`config.mk`:
```
export PLATFORM = sky130hd
export DESIGN_NAME = sub1_stream
export DESIGN_NICKNAME = d
export VERILOG_FILES = /design/src/rtl/sub1_stream.sv
export SDC_FILE = /design/constraint.sdc
export NUM_CORES = 1
export LEC_CHECK = 0
export ABC_AREA = 1
export BUFFER_PORTS_ARGS = -buffer_cell sky130_fd_sc_hd__buf_2
export CAP_MARGIN = 20
export CORE_AREA = 2 2 65 67
export CTS_CLUSTER_DIAMETER = 200
export DETAILED_ROUTE_END_ITERATION = 16
export DIE_AREA = 0 0 67 69
export PLACE_DENSITY = 0.73
export SLEW_MARGIN = 30
export SYNTH_ARGS = -nofsm -noshare
export SYNTH_HDL_FRONTEND = slang
export SYNTH_SLANG_ARGS = --single-unit
export TNS_END_PERCENT = 100
```
`constraint.sdc`:
```
create_clock -name clk -period 1.46 [get_ports clk]
set_input_delay 0.146 -clock clk [delete_from_list [all_inputs] [get_ports clk]]
set_output_delay 0.146 -clock clk [all_outputs]
set_load 0.01 [all_outputs]
```
`src/rtl/sub1_stream.sv`:
```
// rtl/sub1_stream.sv - streaming x-1 decrement with borrow, buffered in an output FIFO (option: SUB1_STREAM_SATURATE_EN)
module sub1_stream #(
  parameter int WIDTH = 8,
  parameter int DEPTH = 2
) (
  input  logic             clk,
  input  logic             reset,
  input  logic             in_valid,
  output logic             in_ready,
  input  logic [WIDTH-1:0] in_data,
  output logic             out_valid,
  input  logic             out_ready,
  output logic [WIDTH-1:0] out_data,
  output logic             out_borrow,
  output logic [15:0]      count
);

  localparam int AW = $clog2(DEPTH);
  localparam logic [AW:0] FULL_OCC = DEPTH[AW:0];

  logic [WIDTH:0]   mem [DEPTH];
  logic [AW-1:0]    wr_ptr;
  logic [AW-1:0]    rd_ptr;
  logic [AW:0]      occ;
  logic             run;
  logic             push;
  logic             pop;
  logic             in_borrow;
  logic [WIDTH-1:0] in_result;
  logic [WIDTH:0]   head;

  // run holds in_ready low in the cycle following any reset edge
  assign in_ready  = run && (occ < FULL_OCC);
  assign out_valid = (occ != '0);
  assign push      = in_valid && in_ready;
  assign pop       = out_valid && out_ready;
  assign head      = mem[rd_ptr];
  assign out_data   = out_valid ? head[WIDTH-1:0] : '0;
  assign out_borrow = out_valid ? head[WIDTH] : 1'b0;

  // Decrement the incoming operand; zero either wraps to all ones or clamps at zero
  always_comb begin
    in_borrow = (in_data == '0);
`ifdef SUB1_STREAM_SATURATE_EN
    in_result = in_borrow ? '0 : in_data - 1'b1;
`else
    in_result = in_data - 1'b1;
`endif
  end

  // FIFO storage: entries are not reset, out_valid gates their visibility
  always_ff @(posedge clk) begin
    if (!reset && push) begin
      mem[wr_ptr] <= {in_borrow, in_result};
    end
  end

  // Pointers, occupancy, delivered-result counter and post-reset ready gate
  always_ff @(posedge clk) begin
    if (reset) begin
      wr_ptr <= '0;
      rd_ptr <= '0;
      occ    <= '0;
      count  <= '0;
      run    <= 1'b0;
    end else begin
      run <= 1'b1;
      if (push) begin
        wr_ptr <= wr_ptr + 1'b1;
      end
      if (pop) begin
        rd_ptr <= rd_ptr + 1'b1;
        count  <= count + 16'd1;
      end
      case ({push, pop})
        2'b10:   occ <= occ + 1'b1;
        2'b01:   occ <= occ - 1'b1;
        default: occ <= occ;
      endcase
    end
  end

endmodule

```
==> metrics.md, run 1 <==
| Metric | Value |
|---|---|
| Max_cap viols | 0 |
| Site Rows | 23 |
| Post-synthesis cell type count | 22 |
| Count of pins over their slew limit | 0 |
| Final setup margin | between 0.1 and 0.15 ns |
| # resized after CTS | 0 |
| Startpoint Class | register |
| Power density over the cells | around 1300 mW/mm^2 |
| Yosys Warn Count | 0 |
| Layout area overhead | 24.4% |
| Clk slew on worst S/H paths | roughly 0.07 ns |
| DRC | 0 |
| CP top delay family | flip-flops |
| Most common cell after layout, fill and taps aside | nand2_1 |
| Critical Path, Cell by Cell | buf_6 > nand2_1 > a21oi_1 > buf_2 |
| WP data arrival | roughly 1.2 ns |
| Post-CTS Setup Inserts | 0 |
| Die height | about 70 microns |
| CTS Buffer Depth | 2 |
| Post-synthesis sequential area ratio | 0.534 |
| Final setup vio count | 0 |
| Global-route wire length before repair | around 5.9 mm |
| DIE AREA | 0.00462 sq mm |
| Crit path max fanout | 9 |
| Starting Density | 0.470 |
| Fmax | 0.736 GHz |
| Routed WL | between 3 and 4 mm |
| Port buffer count | 38 |
| Total global-route track usage | 0.167 |
| CTS tree | yes |
| Status | finished, final reports clean |
| CTS Root Cell | clkbuf_8 |
| Min Tclk post-route | around 1.4 ns |
| Finished Cell Area | about 0.0023 sq mm |
| Antenna Nets Post-Route | 0 |
| Syn nets | 237 |
| N_diodes | 0 |
| DP HPWL | 2.52 mm |
| Synth Register Bits | 40 |
| Initial antenna violation count | 0 |
| Mapped Cells | about 220 |
| Dpl cell area | around 0.0021 sq mm |
| Final Util | 0.584 |
| I/O pin cnt | 39 |
| Final RePlAce weighted congestion | between 0.8 and 0.9 |
| Bufs and invs on worst path | 2 |
| Core area | just under 0.004 sq mm |
| Worst Hold Class | input port to register |
| Fin nets | 288 |
| Share of layout cells above drive strength 1 | 0.253 |
| CP max-delay cell | dfxtp_2 |
| Commonest cells after routing, fill and taps aside | nand2_1 (53), buf_2 (38), nor2_1 (29) |
| Die Wd | ~67 microns |
| Clock latency on the worst-skew pair | roughly 0.30 ns |
| WL/cell | roughly 11 microns |
| Final hold violations | 0 |
| Crit-path max cell delay | around 0.39 ns |
| Setup WS pre-CTS | roughly 0.058 ns |
| Vias | roughly 1600 |
| Starting DRC count in detailed routing | between 80 and 90 |
| Worst rel slew slack | 0.785 |
| Drt pass-1 iters | 4 |
| Number of global-route vias before repair | approximately 1400 |
| CP Capture Type | output port |
| Worst IR Drop VDD | between 1 and 1.5 mV |
| CP required | ~1.3 ns |
| Cts hold-fix bufs | 0 |
| Final worst-path cycle share | 0.931 |
| Syn_area_per_cell | a little over 8 sq um |
| Worst slew pin tran | 0.320 ns |
| Total grt overflow | 0 |
| Largest net degree at the start of global routing | 14 |
| Clk sinks | 40 |
| Setup Crit Path Kind | register to output port |
| Synthesized area | about 0.0018 sq mm |
| Worst Clk Skew | approximately 0.008 ns |
| P_leak | 0.970 nW |
| H-tree levels | 2 |
| Vias/cell | a little under 5 |
| Number of CTS-inserted buffers | 5 |
flip-flops by register name, indices dropped and copies added, names as in the netlist, named ones only:
name    cells
mem        18
count      16
occ         2
rd_ptr      1
run         1
wr_ptr      1
through the flow:
| stage | setup TNS [ns] | hold WS, ns | instances | total power, mW |
|---|---|---|---|---|
| floorplan | 0 | 0.215 | 221 | 1.74 |
| detailed placement | 0 | 0.426 | 314 | 2.00 |
| CTS | 0 | 0.108 | 322 | 2.88 |
| global placement | 0 | 0.413 | 314 | 1.99 |
| global route | -0.00635 | 0.127 | 323 | 3.08 |
| finish | 0 | 0.116 | 323 | 2.90 |
cells by family after synthesis:
logic type	Yosys count	share of synthesized area
xor gates and xnor gates	8	0.0381
and+or+nand+nor	104	0.238
DFF	40	0.534
AOI/OAI and AO/OA	35	0.0967
adders and majority gates	4	0.0272
buffers and inverters	30	0.0660
report_power, final:
part	switching [mW]	internal, mW	leakage, nW
Clock	0.368	0.507	0.0552
Combinational	0.419	0.290	0.569
Sequential	0.0675	1.25	0.345
cell usage after synthesis:
| cell | n | share of area |
|---|---|---|
| edfxtp_1 | 18 | 0.29 |
| clkinv_1 | 1 | 0.0020 |
| nand3_1 | 10 | 0.027 |
| nor4_1 | 1 | 0.0034 |
| inv_2 | 2 | 0.0041 |
| o21bai_1 | 1 | 0.0041 |
| a21oi_1 | 24 | 0.065 |
| nand2_1 | 53 | 0.11 |
| nor3_1 | 4 | 0.011 |
| nand4_1 | 2 | 0.0068 |
| buf_2 | 1 | 0.0027 |
| o21ai_0 | 8 | 0.022 |
| xor2_1 | 6 | 0.029 |
| ha_1 | 4 | 0.027 |
| dfxtp_1 | 22 | 0.24 |
| clkbuf_1 | 2 | 0.0041 |
| nor2_4 | 3 | 0.018 |
| xnor2_1 | 2 | 0.0095 |
| o21ai_1 | 2 | 0.0054 |
| nor2_1 | 31 | 0.063 |
| buf_6 | 1 | 0.0061 |
| inv_1 | 23 | 0.047 |
final timing paths:
path | from | to | slack (ns) | cells after the start
setup / recovery | register | out_data[1] | 0.10 | 4
setup reg to reg | occ[0]$_SDFFE_PP0P_ | count[10]$_SDFFE_PP0P_ | 0.13 | 8
hold reg to reg | count[0]$_SDFFE_PP0P_ | count[0]$_SDFFE_PP0P_ | 0.45 | 1
hold / removal | reset | count[7]$_SDFFE_PP0P_ | 0.12 | 2
cell type report:
class / count / area (sq um)
Timing Repair inverter: 1 / 5.00
Multi-Input combinational cell: 151 / 763
Timing Repair Buffer: 47 / 262
Tap cell: 50 / 62.6
Sequential cell: 40 / 986
Fill cell: 344 / 1630
Clock inverter: 2 / 35.0
Clock buffer: 6 / 72.6
Inverter: 26 / 101
metal layers:
metal | up-vias | wire, microns | track usage
met4 | 0 | 55 | 0.0726
met2 | 36 | 1870 | 0.298
met1 | 698 | 1430 | 0.173
met5 | - | 0 | 0
met3 | 6 | 189 | 0.0555
li1 | 813 | - | -
(Power assumes the default switching activity.)
==> inputs of run 2 (changes only) <==
--- a/config.mk
+++ b/config.mk
@@ -8,11 +8,12 @@
 export ABC_AREA = 1
 export BUFFER_PORTS_ARGS = -buffer_cell sky130_fd_sc_hd__buf_2
 export CAP_MARGIN = 20
-export CORE_AREA = 2 2 65 67
+export CORE_AREA = 2 2 64 66
+export CTS_BUF_LIST = sky130_fd_sc_hd__clkbuf_8
 export CTS_CLUSTER_DIAMETER = 200
 export DETAILED_ROUTE_END_ITERATION = 16
-export DIE_AREA = 0 0 67 69
-export PLACE_DENSITY = 0.73
+export DIE_AREA = 0 0 66 68
+export PLACE_DENSITY = 0.75
 export SLEW_MARGIN = 30
 export SYNTH_ARGS = -nofsm -noshare
 export SYNTH_HDL_FRONTEND = slang
==> metrics.md, run 2 (synthesis gave the netlist of run 1 again) <==
| Metric | Value |
|---|---|
| Worst slew pin tran | 0.334 ns (+0.0136 ns) |
| Final hold violations | 0 (unchanged) |
| Gate power share | 0.218 (-0.026) |
| Clk sinks | 40 (unchanged) |
| Worst Hold Class | input port to register |
| Min Tclk post-route | 1.38 ns (+0.0253 ns) |
| Max reg flops | 18 (unchanged) |
| Cts hold-fix bufs | 0 (unchanged) |
| DIE AREA | 0.00449 sq mm (-2.9%) |
| CTS Root Cell | clkbuf_8 |
| N_diodes | 0 (unchanged) |
| Min-delay src | reset |
| Vias | 1550 (-0.19%) |
| Largest net degree at the start of global routing | 17 (+3) |
| I/O pin cnt | 39 (unchanged) |
| Final RePlAce weighted congestion | 0.813 (+0.58%) |
| CP required | 1.31 ns (about the same) |
| Top Registers | mem x18, count x16, occ x2 |
| CTS tree | yes |
| Worst Clk Skew | 0.00306 ns (-0.00486 ns) |
| Die height | 68 microns (-1.4%) |
| Starting Density | 0.477 (+0.00701) |
| Post-CTS Setup Inserts | 0 (unchanged) |
| DP HPWL | 2.57 mm (+2.1%) |
| Clock latency on the worst-skew pair | 0.29 ns (about the same) |
| Final setup vio count | 0 (unchanged) |
| Switching share of power | 0.266 (-0.0276) |
| Share of layout cells above drive strength 1 | 0.260 (+0.00733) |
| CTS Buffer Depth | 2 (unchanged) |
| Vias/cell | 4.80 (-0.19%) |
| Startpoint Class | register |
| WP data arrival | 1.24 ns (+0.03 ns) |
| Die Wd | 66 microns (-1.5%) |
| Power density over the cells | 1390 mW/mm^2 (+9.7%) |
| Max_cap viols | 0 (unchanged) |
| Clk slew on worst S/H paths | 0.08 ns (about the same) |
| Most common cell after layout, fill and taps aside | nand2_1 |
| Antenna Nets Post-Route | 0 (unchanged) |
| H-tree levels | 2 (unchanged) |
| Count of pins over their slew limit | 0 (unchanged) |
| Status | finished, final reports clean |
| RSZ-0062 raised after global routing | true |
| Routed WL | 3.58 mm (+0.85%) |
| Starting DRC count in detailed routing | 66 (-25%) |
| Number of CTS-inserted buffers | 5 (unchanged) |
| Drt pass-1 iters | 4 (unchanged) |
| Core area | 0.00386 sq mm (-1.5%) |
| Power share of the sequential group | 0.403 (-0.052) |
| Setup Crit Path Kind | register to output port |
| Site Rows | 23 (unchanged) |
| Layout area overhead | 27.2% |
| Most flop-heavy register | mem |
| Critical Path, Cell by Cell | clkinv_1 > nand2_1 > a21oi_1 > buf_2 |
| DRC | 0 (unchanged) |
| Clock share of power | 0.379 (+0.078) |
| Final worst-path cycle share | 0.948 (+0.0173) |
| CP max-delay cell | dfxtp_1 |
| Crit-path max cell delay | 0.33 ns (-0.06 ns) |
| Total grt overflow | 0 (unchanged) |
| WL/cell | 11.1 microns (+0.85%) |
| Worst r2r src | occ[0]$_SDFFE_PP0P_ |
| Final Util | 0.606 (+0.0220) |
| Overall power | 3.26 mW (+12%) |
| P_leak | 0.999 nW (+3.0%) |
| Worst IR Drop VDD | 0.797 mV (-24%) |
| P_sw | 868 uW (+1.7%) |
| Fillers | 348 (+1.2%) |
| R2R cell count | 8 (unchanged) |
| Worst rel slew slack | 0.776 (-0.00917) |
| Crit path max fanout | 9 (unchanged) |
| Port buffer count | 38 (unchanged) |
| Count of cells along the worst hold path | 2 (unchanged) |
| Fin nets | 288 (unchanged) |
| Internal power | 2.39 mW (+17%) |
| Total global-route track usage | 0.169 (+0.00199) |
| CP Capture Type | output port |
| Fmax | 0.722 GHz (-1.8%) |
| Initial antenna violation count | 0 (unchanged) |
| Global-route wire length before repair | 5.71 mm (-3.5%) |
| Number of global-route vias before repair | 1367 (-5.2%) |
| Commonest cells after routing, fill and taps aside | nand2_1 (52), buf_2 (38), nor2_1 (28) |
-- run 2: changes by cell type in the layout (fill, tap and decap cells not counted), sizes merged --
cell and change:
clkinvlp -2, buf +1, bufinv +2, clkbuf -1
-- run 2: critical path, delay by kind of cell (launching register included) --
kind | cells | cell delay, ns
buffers and inverters | 2 | 0.39
flip-flops | 1 | 0.33
AND/OR/NAND/NOR | 1 | 0.14
AO/OA/AOI/OAI | 1 | 0.09
-- run 2: timing repair --
action	CTS	global route
resized for setup	0	10
endpoints found under the setup margin	0	8
endpoints found under the hold margin	0	0
-- run 2: final timing paths --
kind | slack (ns) | endpoint
max | 0.08 | out_data[1]
min | 0.11 | occ[0]$_SDFFE_PP0P_
max reg2reg | 0.10 | count[11]$_SDFFE_PP0P_
min reg2reg | 0.46 | count[0]$_SDFFE_PP0P_
-- run 2: final cells by class --
type	instances	area, sq um	area share
clock buffers	5	68.8	0.0294
clock inverters	3	90.1	0.0385
inverters	26	97.6	0.0417
multi-input cells	151	768	0.329
flip-flops and latches	40	986	0.422
well taps	50	62.6	0.0268
repair buffers	48	265	0.113
-- run 2: metrics by stage --
step	worst slack [ns]	cell area, sq um	TNS, ns	cells	hold slack [ns]
3_3_place_gp	0.100	2150	0	315	0.425
4_1_cts	0.0317	2310	0	323	0.109
6_report	0.0755	2340	0	323	0.110
3_5_place_dp	0.0531	2150	0	315	0.432
2_1_floorplan	0.00749	1850	0	221	0.215
5_1_grt	-0.0364	2340	-0.0364	323	0.127
-- run 2: power groups by stage --
stage	Combinational (mW)	Clock [mW]	Sequential, mW
after floorplan	0.421	0	1.32
after global placement	0.673	0	1.32
after detailed placement	0.684	0	1.32
after CTS	0.687	1.27	1.30
after global routing	0.793	1.32	1.32
final	0.711	1.23	1.31
-- run 2: per-layer routing --
| metal | part of all wire | GRT usage | vias to the layer above |
|---|---|---|---|
| met5 | 0 | 0 | - |
| met4 | 0.0095 | 0.0612 | 0 |
| met3 | 0.044 | 0.0493 | 4 |
| met2 | 0.54 | 0.327 | 32 |
| met1 | 0.41 | 0.174 | 698 |
| li1 | - | - | 816 |
==> inputs of run 3 (changes only) <==
--- a/config.mk
+++ b/config.mk
@@ -14,6 +14,7 @@
 export DETAILED_ROUTE_END_ITERATION = 16
 export DIE_AREA = 0 0 66 68
 export PLACE_DENSITY = 0.75
+export REMOVE_ABC_BUFFERS = 1
 export SLEW_MARGIN = 30
 export SYNTH_ARGS = -nofsm -noshare
 export SYNTH_HDL_FRONTEND = slang
==> metrics.md, run 3 (synthesis gave the netlist of run 1 again) <==
| Metric | Value |
|---|---|
| Final Util | 0.597 (-0.00941) |
| Post-CTS Setup Inserts | 0 (unchanged) |
| Layout area overhead | 25.3% |
| Worst Hold Class | input port to register |
| Max reg flops | 18 (unchanged) |
| Dpl cell area | 0.00215 sq mm (-0.12%) |
| Setup Crit Path Kind | register to output port |
| Fillers | 351 (+0.86%) |
| Most flop-heavy register | mem |
| Top Registers | mem x18, count x16, occ x2 |
| Starting Density | 0.477 (unchanged) |
| Final hold violations | 0 (unchanged) |
| Finished Cell Area | 0.00230 sq mm (-1.6%) |
| Power share of the sequential group | 0.438 (+0.035) |
| Port buffer count | 38 (unchanged) |
| Vias | 1547 (-0.19%) |
| Core area | 0.00386 sq mm (unchanged) |
| Max_cap viols | 0 (unchanged) |
| CTS tree | yes |
| Status | finished, final reports clean |
| Final RePlAce weighted congestion | 0.819 (+0.74%) |
| Routed WL | 3.56 mm (-0.59%) |
| Crit path max fanout | 9 (unchanged) |
| Startpoint Class | register |
| Die height | 68 microns (unchanged) |
| Final worst-path cycle share | 0.934 (-0.0140) |
| Worst IR Drop VDD | 0.893 mV (+12%) |
| N_diodes | 0 (unchanged) |
| Antenna Nets Post-Route | 0 (unchanged) |
| P_leak | 0.980 nW (-1.9%) |
| Die Wd | 66 microns (unchanged) |
| Number of CTS-inserted buffers | 5 (unchanged) |
| Worst rel slew slack | 0.796 (+0.0199) |
| Most common cell after layout, fill and taps aside | nand2_1 |
| Fmax | 0.733 GHz (+1.5%) |
| Share of layout cells above drive strength 1 | 0.255 (-0.00460) |
| Total global-route track usage | 0.170 (+0.000828) |
| CTS Buffer Depth | 2 (unchanged) |
| H-tree levels | 2 (unchanged) |
| Min Tclk post-route | 1.36 ns (-0.0204 ns) |
| Crit-path max cell delay | 0.39 ns (+0.06 ns) |
| Largest net degree at the start of global routing | 15 (-2) |
| Site Rows | 23 (unchanged) |
| Clock share of power | 0.307 (-0.072) |
| Setup_tns | 0 ns (unchanged) |
| Number of global-route vias before repair | 1381 (+1.0%) |
| Gate power share | 0.255 (+0.037) |
| Initial antenna violation count | 0 (unchanged) |
| Vias/cell | 4.77 (-0.50%) |
| CP max-delay cell | dfxtp_1 |
| WL/cell | 11.0 microns (-0.89%) |
| Clk slew on worst S/H paths | 0.08 ns (about the same) |
| Global-route wire length before repair | 5.77 mm (+1.1%) |
| CP required | 1.31 ns (about the same) |
| Starting DRC count in detailed routing | 50 (-24%) |
| DP HPWL | 2.58 mm (+0.21%) |
| Total grt overflow | 0 (unchanged) |
| P_sw | 883 uW (+1.8%) |
| Clk sinks | 40 (unchanged) |
| Count of pins over their slew limit | 0 (unchanged) |
| Final setup vio count | 0 (unchanged) |
| Clock latency on the worst-skew pair | 0.29 ns (about the same) |
| Power density over the cells | 1280 mW/mm^2 (-7.9%) |
| Critical Path, Cell by Cell | buf_6 > nand2_1 > a21oi_1 > buf_2 |
| DIE AREA | 0.00449 sq mm (unchanged) |
| Commonest cells after routing, fill and taps aside | nand2_1 (50), buf_2 (38), nor2_1 (29) |
| DRC | 0 (unchanged) |
| Switching share of power | 0.299 (+0.0328) |
| Worst Clk Skew | 0.00698 ns (+0.00392 ns) |
| Internal power | 2.07 mW (-13%) |
| Worst slew pin tran | 0.304 ns (-0.0296 ns) |
| Hold_ws | 0.111 ns (+0.000890 ns) |
| WP data arrival | 1.22 ns (-0.02 ns) |
| CP Capture Type | output port |
| Placed cell count | 316 (+0.32%) |
| Fin nets | 289 (+0.35%) |
| CTS Root Cell | clkbuf_8 |
| I/O pin cnt | 39 (unchanged) |
| Drt pass-1 iters | 4 (unchanged) |
| Cell Count, Final, Fillers Out | 324 (+0.31%) |
-- run 3: metrics by stage --
step | setup WS, ns | total power, mW
detailed placement | 0.0192 | 2.02
global placement | 0.0854 | 2.00
floorplan | -0.287 | 1.70
CTS | 0.0155 | 2.92
global route | -0.0112 | 3.11
finish | 0.0959 | 2.95
-- run 3: per-layer routing --
metal	vias to the layer above	wire (microns)	track usage
met4	0	57	0.0740
met3	7	154	0.0477
met2	31	1870	0.313
met5	-	0	0
li1	817	-	-
met1	692	1470	0.183
-- run 3: cell type report --
cell class | count | area, sq um | share of cell area
clock inverter | 3 | 46.3 | 0.0201
sequential | 40 | 982 | 0.427
timing repair buffer | 49 | 280 | 0.122
multi-input combinational | 151 | 761 | 0.330
clock buffer | 5 | 68.8 | 0.0299
inverter | 26 | 101 | 0.0440
tap | 50 | 62.6 | 0.0272
-- run 3: path summary, 6_finish.rpt --
kind,cells after the start,end,slack (ns),startpoint
setup / recovery,4,out_data[1],0.1,register
setup reg to reg,7,occ[1]$_SDFFE_PP0P_,0.14,occ[1]$_SDFFE_PP0P_
hold / removal,2,wr_ptr$_SDFFE_PP0P_,0.11,reset
hold reg to reg,1,register,0.46,rd_ptr$_SDFFE_PP0P_
-- run 3: worst max-delay path, delay by kind of cell (launching register included) --
kind,cells,cell delay [ns]
buffers and inverters,2,0.32
and+or+nand+nor,1,0.05
AOI/OAI and AO/OA,1,0.17
DFF,1,0.39
-- run 3: what timing repair did --
item	4_1_cts	5_1_grt
hold buffers	0	0
resized for setup	0	12
endpoints found under the setup margin	0	15
-- run 3: power by group through the flow --
stage          combinational (mW)  clock [mW]  sequential [mW]
2_1_floorplan               0.370           0             1.33
3_3_place_gp                0.695           0             1.31
3_5_place_dp                0.713           0             1.31
4_1_cts                     0.716       0.926             1.28
5_1_grt                     0.849       0.962             1.30
6_report                    0.754       0.907             1.29
